[src/rtl/layer_result_drain.sv]
// Snapshots a parallel layer accumulator bus and streams the words out
// one per handshake, with back-to-back reload, abort and overrun flag.
module layer_result_drain #(
    parameter int NUM_NEURONS = 4,
    parameter int BIT_WIDTH   = 32,
    parameter int EXTRA_BITS  = 2,
    parameter int IDX_W       = 8
) (
    input  logic                                         CLK,
    input  logic                                         RESET_N,
    input  logic [(BIT_WIDTH+EXTRA_BITS)*NUM_NEURONS-1:0] ACC_RESULT,
    input  logic                                         CAPTURE,
    input  logic                                         CLEAR,
    input  logic                                         OUT_READY,
    output logic [BIT_WIDTH+EXTRA_BITS-1:0]              OUT_DATA,
    output logic                                         OUT_VALID,
    output logic [IDX_W-1:0]                             OUT_INDEX,
    output logic                                         OUT_LAST,
    output logic                                         BUSY,
    output logic                                         DONE,
    output logic                                         OVERRUN
);

    localparam int W = BIT_WIDTH + EXTRA_BITS;
    localparam logic [IDX_W-1:0] LAST_IDX = IDX_W'(NUM_NEURONS - 1);

    typedef enum logic {
        IDLE,
        DRAIN
    } state_t;

    state_t                            state_q, state_d;
    logic [IDX_W-1:0]                  idx_q, idx_d;
    logic [NUM_NEURONS-1:0][W-1:0]     shadow_q, shadow_d;
    logic                              done_q, done_d;
    logic                              overrun_q, overrun_d;

    logic         drain;
    logic         last;
    logic         xfer;
    logic         last_xfer;
    logic         accept;
    logic [W-1:0] data_mux;

    always_ff @(posedge CLK or negedge RESET_N) begin
        if (!RESET_N) begin
            state_q   <= IDLE;
            idx_q     <= '0;
            shadow_q  <= '0;
            done_q    <= 1'b0;
            overrun_q <= 1'b0;
        end else begin
            state_q   <= state_d;
            idx_q     <= idx_d;
            shadow_q  <= shadow_d;
            done_q    <= done_d;
            overrun_q <= overrun_d;
        end
    end

    always_comb begin
        drain     = (state_q == DRAIN);
        last      = drain && (idx_q == LAST_IDX);
        xfer      = drain && OUT_READY;
        last_xfer = xfer && last;
        // A capture may ride on the final handshake to avoid a valid gap.
        accept    = CAPTURE && !CLEAR && (!drain || last_xfer);

        state_d   = state_q;
        idx_d     = idx_q;
        shadow_d  = shadow_q;
        done_d    = 1'b0;
        overrun_d = overrun_q;

        if (CLEAR) begin
            state_d   = IDLE;
            idx_d     = '0;
            overrun_d = 1'b0;
        end else begin
            done_d = last_xfer;
            if (accept) begin
                shadow_d = ACC_RESULT;
                idx_d    = '0;
                state_d  = DRAIN;
            end else if (last_xfer) begin
                state_d = IDLE;
                idx_d   = '0;
            end else if (xfer) begin
                idx_d = idx_q + 1'b1;
            end
            if (CAPTURE && !accept) begin
                overrun_d = 1'b1;
            end
        end
    end

    always_comb begin
        data_mux = '0;
        for (int s = 0; s < NUM_NEURONS; s++) begin
            if (idx_q == IDX_W'(s)) begin
                data_mux = shadow_q[s];
            end
        end
    end

    assign OUT_DATA  = data_mux;
    assign OUT_VALID = (state_q == DRAIN);
    assign OUT_INDEX = idx_q;
    assign OUT_LAST  = (state_q == DRAIN) && (idx_q == LAST_IDX);
    assign BUSY      = (state_q == DRAIN);
    assign DONE      = done_q;
    assign OVERRUN   = overrun_q;

endmodule

[config.mk]
export PLATFORM = sky130hd
export DESIGN_NAME = layer_result_drain
export DESIGN_NICKNAME = d
export VERILOG_FILES = /design/src/rtl/layer_result_drain.sv
export SDC_FILE = /design/constraint.sdc
export NUM_CORES = 1
export LEC_CHECK = 0
export ABC_CLOCK_PERIOD_IN_PS = 2900
export CAP_MARGIN = 10
export CORE_MARGIN = 2
export CORE_UTILIZATION = 48
export DETAILED_ROUTE_END_ITERATION = 16
export PLACE_DENSITY_LB_ADDON = 0.05
export SLEW_MARGIN = 10
export SYNTH_ARGS = -nofsm -noshare
export SYNTH_HDL_FRONTEND = slang
export SYNTH_SLANG_ARGS = --single-unit
[constraint.sdc]
create_clock -name CLK -period 2.9 [get_ports CLK]
set_input_delay 0.87 -clock CLK [delete_from_list [all_inputs] [get_ports CLK]]
set_output_delay 0.87 -clock CLK [all_outputs]
set_load 0.01 [all_outputs]
# Word-level counts from Yosys, hierarchy flattened
# Cells that the tools add are included.
[op_classes] addsub=1 n_eq_ne=3 n_mux=14 bitwise=1 reduce_logical=15
[op_table] op="$mux 34" count=4
[op_table] op="$mux 8" count=4
[op_table] op="$eq 8x2->1 const B" count=2
[op_table] op="$add 8x1->8 const B" count=1
[op_table] op="$eq 8x1->1 const B" count=1
[op_table] op="$logic_not 8->1" count=1
[op_table] op="$logic_and 1x1->1" count=6
[op_table] op="$mux 1" count=6
[op_table] op="$reduce_bool 4->1" count=1
[op_table] op="$logic_not 1->1" count=3
[op_table] op="$reduce_bool 3->1" count=1
[op_table] op="$reduce_and 2->1" count=1
[op_table] op="$reduce_bool 2->1" count=1
[op_table] op="$logic_or 1x1->1" count=1
[op_table] op="$not 1->1" count=1
[word_totals] regBits=147 input_bits=141 out_inout_bits=47 elab_cells=42

# Logic depth before layout (Yosys ltp)
# Gate-level depths: netlist of run 1.
[logic_depth] ltp_word=9 mapped_depth=8

# Worst setup path after synthesis of run 1
# Ideal clock, no wire load.
[synth_path] kind="register to output" start="reg idx_q[1], in the netlist OUT_INDEX[1]" end="out OUT_DATA[21]" arrival_ns=1.882 required_ns=2.030 setup_slack_ns=0.148 path_stages_with_launch=9 n_path_buf=3 cell_sequence="dfrtp_1 -> inv_1 -> ha_1 -> clkbuf_1 -> nor2b_1 -> clkbuf_1 -> clkbuf_1 -> a221oi_1 -> nor3_1"
[synth_via] elab_chain_len=5
[synth_rtl] element="from (decl)" line="33" text="logic [IDX_W-1:0] idx_q, idx_d;"
[synth_rtl] element="from (signal assigned)" line="54" text="idx_q <= idx_d;"
[synth_rtl] element="$logic_not 8->1" line="100" text="if (idx_q == IDX_W'(s)) begin"
[synth_rtl] element="$mux 34 (3 in a row)" line="100"
[synth_rtl] element="$mux 34 *" line="100"
[synth_rtl] element="to (decl)" line="15" text="output logic [BIT_WIDTH+EXTRA_BITS-1:0] OUT_DATA,"
# Every way passes the cells marked *; elsewhere a longest branch is shown, timed or not.

# Worst setup path in the final report of run 1
[layout_path] start="reg idx_q[0], in the netlist OUT_INDEX[0]" end="out OUT_DATA[31]"
# Same word-level chain as after synthesis.

==> impl_metrics.env, run 1 <==
export IMPL_outcome="complete, but fails checks"
export IMPL_violations="negative setup slack"
export IMPL_clk_latency_ps=420
export IMPL_setup_viol=26
export IMPL_path_depth=9
export IMPL_grt_overflow_total=0
export IMPL_arrival_ps=2110
export IMPL_worstSetupPathType="reg2out"
export IMPL_vdd_ir_drop_max_mv=0.7000
export IMPL_cts_sinks=147
export IMPL_crit_chain="buf_6, ha_4, nor2b_4, buf_8, buf_8, buf_6, a221oi_2, nor3_1, buf_2"
export IMPL_start_util=0.4968
export IMPL_p_leak_nw=4.418
export IMPL_cts_max_path_buffers=2
export IMPL_drc_errors=0
export IMPL_dr_pass1_iters=5
export IMPL_mappedNetlistArea_sq_um=6631
export IMPL_grt_max_degree=63
export IMPL_start_kind="flip-flop"
export IMPL_power_density_nw_per_um2=620.7
export IMPL_grt_setup_unrepaired="true"
export IMPL_layout_nets=859
export IMPL_dpl_hpwl_mm=11.97
export IMPL_routed_wl_mm=19.28
export IMPL_synth_avg_cell_area_sq_um=13.59
export IMPL_yosysWarnings=0
export IMPL_cp_num_buf_inv=5
export IMPL_synth_edff_count=0
export IMPL_met1_length_mm=8.022
export IMPL_min_period_over_period=1.028
export IMPL_slew_headroom=0.6050
export IMPL_crit_path_end_kind="primary output"
export IMPL_grt_pass1_vias=5423
export IMPL_crit_required_ps=2030
export IMPL_fin_hold_ws_ps=434.4
export IMPL_cts_tree="done"
export IMPL_yosysSeqAreaShare=0.5547
export IMPL_max_freq_mhz=335.3
export IMPL_drv_slew=0
export IMPL_crit_path_max_fanout=5
export IMPL_cts_root_buf="clkbuf_16"
export IMPL_synth_seq_cells=147
export IMPL_row_count=42
export IMPL_min_period_ps=2982
export IMPL_r2r_cells=7
export IMPL_core_area_sq_um=13350
export IMPL_routed_top_layer="met4"
export IMPL_synth_cell_types=35
export IMPL_slowest_stage="dfrtp_2"
export IMPL_clock_skew_ps=6.141
export IMPL_globalplace_congestion=0.8372
export IMPL_reg2reg_from="OUT_INDEX[1]"
export IMPL_fin_util=0.7601
export IMPL_hold_viol_final=0
export IMPL_ant_nets=0
export IMPL_drive_gt1_frac=0.4303
export IMPL_syn_num_nets=633
export IMPL_cts_buffers=17
export IMPL_die_y_um=121.5
export IMPL_cap_viol_max_count=0
export IMPL_pin_count=188
export IMPL_drt_iter0_markers=297
export IMPL_die_area_sq_um=14770
export IMPL_synth_cells=488
export IMPL_tightest_slew_ps=592.5
export IMPL_post_drt_wl_per_cell_um=21.40
export IMPL_dr_wl_met3_mm=1.170
export IMPL_crit_path_max_incr_delay_ps=450
export IMPL_ys_flop_type="dfrtp_1"
export IMPL_die_w_um=121.5
export IMPL_track_usage=0.2601
export IMPL_antenna_found_initial=0
export IMPL_crit_family="buffers and inverters"
export IMPL_async_reset_ff_frac=1.000
export IMPL_num_antenna_cells=0
export IMPL_numPortBuffers=187
export IMPL_register_area_sq_um=3681
export IMPL_layout_setup_ws_ps=-82.34
export IMPL_via_count=5107
export IMPL_viasPerCell=5.668
export IMPL_cts_clk_slew_worst_paths_ps=60
export IMPL_nFillCells=845
export IMPL_hold_path_class="in2async"
export IMPL_grt_first_pass_wirelength_mm=29.18
export IMPL_multi_input_area_sq_um=3171
export IMPL_area_growth_syn_to_layout_pct=53.00
export IMPL_h_tree_depth=4
export IMPL_r2r_setup_slack_ps=660
export IMPL_r2r_end="shadow_q[115]"
export IMPL_met2_wirelength_mm=9.731
==> layer usage <==
metal | GRT usage | vias to the layer above
li1 | - | 2303
met5 | 0 | -
met1 | 0.3319 | 2592
met3 | 0.06601 | 28
met4 | 0.08621 | 0
met2 | 0.4357 | 184
==> through the flow <==
step / power, mW / setup WS (ps) / cells / cell area (sq um) / TNS [ps]
2_1_floorplan: 3.307 / 147.9 / 488 / 6631 / 0
3_3_place_gp: 3.935 / -19.09 / 849 / 8977 / -29.80
3_5_place_dp: 3.978 / -112.5 / 849 / 8977 / -1324
4_1_cts: 6.231 / -112.0 / 892 / 9872 / -1085
5_1_grt: 6.545 / -189.5 / 901 / 10150 / -3701
6_report: 6.298 / -82.34 / 901 / 10150 / -827.4
==> state kept, by name, summed over array words and instances, names as in the netlist <==
name	cells
OUT_INDEX	8
OVERRUN	1
DONE	1
shadow_q	136
BUSY	1
==> final cells by class <==
| class | instances | area share |
|---|---|---|
| Clock buffer | 25 | 0.04785 |
| Sequential cell | 147 | 0.3628 |
| Timing Repair Buffer | 246 | 0.2420 |
| Clock inverter | 5 | 0.009866 |
| Multi-Input combinational cell | 295 | 0.3125 |
| Tap cell | 176 | 0.02170 |
| Inverter | 7 | 0.003330 |
==> worst reg2reg max path, delay by kind of cell (launching register included) <==
kind | cells | cell delay [ps]
and+or+nand+nor | 2 | 270
muxes | 1 | 440
AOI/OAI and AO/OA | 1 | 290
DFF | 1 | 470
adders and majority gates | 1 | 200
buffers and inverters | 2 | 470
==> placed cells by master (no fill, tap or decap), types with 2 or more instances in the layout <==
master / n
clkdlybuf4s50_1: 151
dfrtp_2: 2
dfrtp_1: 145
nor3_2: 6
clkbuf_1: 5
buf_6: 7
o22ai_1: 33
a221oi_2: 23
clkbuf_2: 3
buf_2: 31
clkbuf_8: 3
nor2_1: 4
o21ai_0: 3
nand2_1: 11
mux2_2: 97
bufinv_16: 3
nand3_1: 4
a31oi_1: 2
mux2_4: 40
nor3_1: 29
inv_1: 4
a221oi_4: 10
o32ai_1: 2
clkinv_2: 2
ha_4: 4
a21oi_1: 6
and2_1: 2
buf_4: 32
buf_8: 2
buf_12: 14
clkbuf_16: 20
==> synth_stat cells (3+ instances only) <==
cell type | number | area, sq um
o22ai_1 | 34 | 212.7
buf_2 | 12 | 60.06
o21ai_0 | 3 | 15.01
mux2_2 | 97 | 1092
mux2_4 | 40 | 600.6
a221oi_1 | 34 | 297.8
dfrtp_1 | 147 | 3679
nor2_1 | 4 | 15.01
clkbuf_1 | 21 | 78.83
nand3_1 | 6 | 30.03
buf_6 | 5 | 56.30
nand2_1 | 12 | 45.04
nor3_1 | 35 | 175.2
ha_1 | 4 | 50.05
inv_1 | 6 | 22.52
a21oi_1 | 6 | 30.03
==> timing repair <==
action                                  CTS  global route
pin swaps                                 8             9
gates cloned                              2             3
buffers inserted                         11             6
resized for setup                       191            29
endpoints found under the setup margin   35            34
hold buffers                              0             0
==> report_power, final <==
part / internal [mW] / switching [mW] / leakage (nW) / total [mW]
Clock: 1.41 / 0.802 / 0.287 / 2.21
Sequential: 2.43 / 0.274 / 1.75 / 2.70
Combinational: 0.878 / 0.503 / 2.38 / 1.38
==> how the worst max path moves through the flow <==
stage / start / to
2_1_floorplan: OUT_INDEX[1] / OUT_DATA[21]
3_3_place_gp: OUT_INDEX[0] / OUT_DATA[4]
3_5_place_dp: OUT_INDEX[0] / OUT_DATA[4]
4_1_cts: OUT_INDEX[0] / OUT_DATA[23]
5_1_grt: OUT_INDEX[0] / OUT_DATA[31]
6_report: OUT_INDEX[0] / OUT_DATA[31]
==> kinds of logic after synthesis <==
kind of cell	synth area share
fa+ha+maj	0.007547
mux	0.2553
buf+inv	0.03453
compound gates	0.09736
simple gates	0.05057
flops	0.5547
No activity file was read; power rests on OpenSTA's default activity.
==> run 2, diff against run 1 <==
CAP_MARGIN = 20   (was 10)
==> results of run 2 <==
Same layout as run 1: the final DEF is identical, and so are final timing and power.
==> run 3, diff against run 2 <==
CORE_UTILIZATION = 28   (was 48)
CTS_CLUSTER_DIAMETER = 200   (was default)
DONT_BUFFER_PORTS = 1   (was default)
==> run 3 against run 2 <==
The flow still finishes with violations (negative setup slack). Sequential share of layout area is 7.0 points higher. Critical endpoint is now OUT_DATA[15]. First-iteration DRC count fell by 45%. Final area fell by 16%. Maximum frequency increased by 0.43%. Die area increased by 69%. Combinational power shrank 17%. Sequential power about the same. Wire length increased by 1.4%. Clock power shrank 2%. Non-clock buffer count shrank 180. Setup slack improved by 13 ps.
==> impl_metrics.env, run 3 (same netlist as run 1, synthesis figures left out) <==
export IMPL_crit_chain="buf_6, inv_6, ha_4, nor2b_4, buf_6, buf_12, a221oi_2, nor3_1, buf_4"
export IMPL_register_area_sq_um=3679
export IMPL_clk_latency_ps=420
export IMPL_cts_sinks=147
export IMPL_h_tree_depth=4
export IMPL_switching_share=0.2619
export IMPL_cap_viol_max_count=0
export IMPL_cts_tree="done"
export IMPL_p_clk_frac=0.360
export IMPL_setup_viol=19
export IMPL_antenna_found_initial=5
export IMPL_layout_nets=679
export IMPL_p_leak_nw=3.650
export IMPL_numPortBuffers=0
export IMPL_pin_count=188
export IMPL_largest_register_ffs=136
export IMPL_cts_buffers=17
export IMPL_worstSetupPathType="reg2out"
export IMPL_clock_skew_ps=12.12
export IMPL_die_y_um=157.9
export IMPL_p_seq_frac=0.447
export IMPL_die_w_um=157.9
export IMPL_viasPerCell=5.022
export IMPL_grt_overflow_total=0
export IMPL_routed_wl_mm=19.55
export IMPL_via_count=4354
export IMPL_cts_root_buf="clkbuf_16"
export IMPL_dpl_hpwl_mm=12.22
export IMPL_vdd_ir_drop_max_mv=0.3163
export IMPL_power_mw=5.985
export IMPL_crit_path_end_kind="primary output"
export IMPL_dr_pass1_iters=4
export IMPL_worst_path_most_repeated_cell="buf_6"
export IMPL_min_period_over_period=1.024
export IMPL_hold_viol_final=0
export IMPL_drive_gt1_frac=0.5284
export IMPL_track_usage=0.1616
export IMPL_slew_headroom=0.5817
export IMPL_crit_start="OUT_INDEX[1]"
export IMPL_post_drt_wl_per_cell_um=22.55
export IMPL_finalInstanceArea_sq_um=8494
export IMPL_cts_max_path_buffers=2
export IMPL_grt_max_degree=148
export IMPL_crit_required_ps=2030
export IMPL_core_area_sq_um=23330
export IMPL_drv_slew=0
export IMPL_r2r_cells=8
export IMPL_slowest_stage="dfrtp_1"
export IMPL_drt_iter0_markers=164
export IMPL_die_area_sq_um=24930
export IMPL_power_density_nw_per_um2=704.6
export IMPL_row_count=56
export IMPL_hold_path_class="in2async"
export IMPL_reg2reg_from="OUT_INDEX[1]"
export IMPL_crit_path_max_incr_delay_ps=390
export IMPL_p_sw_mw=1.567
export IMPL_grt_first_pass_wirelength_mm=29.61
export IMPL_start_util=0.2842
export IMPL_ctsHoldBuffers=0
export IMPL_globalplace_congestion=0.7499
export IMPL_p_int_mw=4.418
export IMPL_layout_common_cells="dfrtp_1 (147), mux2_2 (97), buf_4 (47)"
export IMPL_layout_setup_ws_ps=-69.50
export IMPL_crit_path_max_fanout=7
export IMPL_nFillCells=2281
export IMPL_dpl_cell_area_sq_um=7306
export IMPL_min_period_ps=2969
export IMPL_tightest_slew_ps=627.4
export IMPL_ant_nets=0
export IMPL_violations="negative setup slack"
export IMPL_layout_commonest_cell="dfrtp_1"
export IMPL_arrival_ps=2100
export IMPL_max_freq_mhz=336.8
export IMPL_area_growth_syn_to_layout_pct=28.09
export IMPL_share_comb_of_total_power=0.192
export IMPL_cts_clk_slew_worst_paths_ps=70
export IMPL_regMostFlops="shadow_q"
export IMPL_grt_pass1_vias=4800
export IMPL_start_kind="flip-flop"
export IMPL_grt_setup_unrepaired="true"
export IMPL_multi_input_area_sq_um=3107
export IMPL_outcome="complete, but fails checks"
export IMPL_drc_errors=0
[run 3: cell type report]
type                    instances  share of cell area
diodes                          3           0.0008838
well taps                     319             0.04699
multi-input cells             295              0.3657
inverters                       7            0.003830
repair buffers                 66             0.08322
flip-flops and latches        147              0.4331
clock inverters                13             0.01620
clock buffers                  17             0.05008
[run 3: final timing paths]
kind                            endpoint  slack [ps]
setup / recovery            OUT_DATA[15]         -70
max in group asynchronous   shadow_q[78]        2340
hold reg to reg             shadow_q[98]         510
setup reg to reg           shadow_q[132]         530
min in group CLK                    BUSY         500
hold / removal              OUT_INDEX[5]         140
[run 3: stage by stage]
step	hold slack (ps)	util	instances	setup slack (ps)	TNS (ps)
floorplan	479.8	-	488	147.9	0
global placement	489.1	0.3131	821	191.8	0
detailed placement	495.5	0.3131	821	155.7	0
CTS	117.0	0.3597	862	-85.92	-1043
global route	106.4	0.3638	865	-179.7	-4228
finish	138.0	0.3641	867	-69.50	-619.1
[run 3: power groups by stage]
stage	Clock, mW	Sequential, mW	Combinational, mW
finish	2.16	2.68	1.15
global route	2.33	2.72	1.25
global placement	0	2.65	0.994
CTS	2.24	2.67	1.15
detailed placement	0	2.66	1.00
floorplan	0	2.60	0.709
[run 3: what timing repair did]
item	CTS	global route
cloned	3	0
gates resized for setup	72	12
pin swaps	12	4
setup endpoints to repair	34	35
buffers inserted	8	2
[run 3: routing by layer]
metal / up-vias / track usage / wire length, um
met5: - / 0 / 7
met1: 2283 / 0.2022 / 8515
met2: 107 / 0.2667 / 9647
met3: 10 / 0.05776 / 1260
met4: 2 / 0.03853 / 123
li1: 1952 / - / -
[run 3: critical path: cells and delay by family (launching register included)]
kind                     cells  cell delay, ps
buffers and inverters        5             660
flip-flops                   1             390
AND/OR/NAND/NOR              2             390
AO/OA/AOI/OAI                1              60
adder cells (fa/ha/maj)      1             180
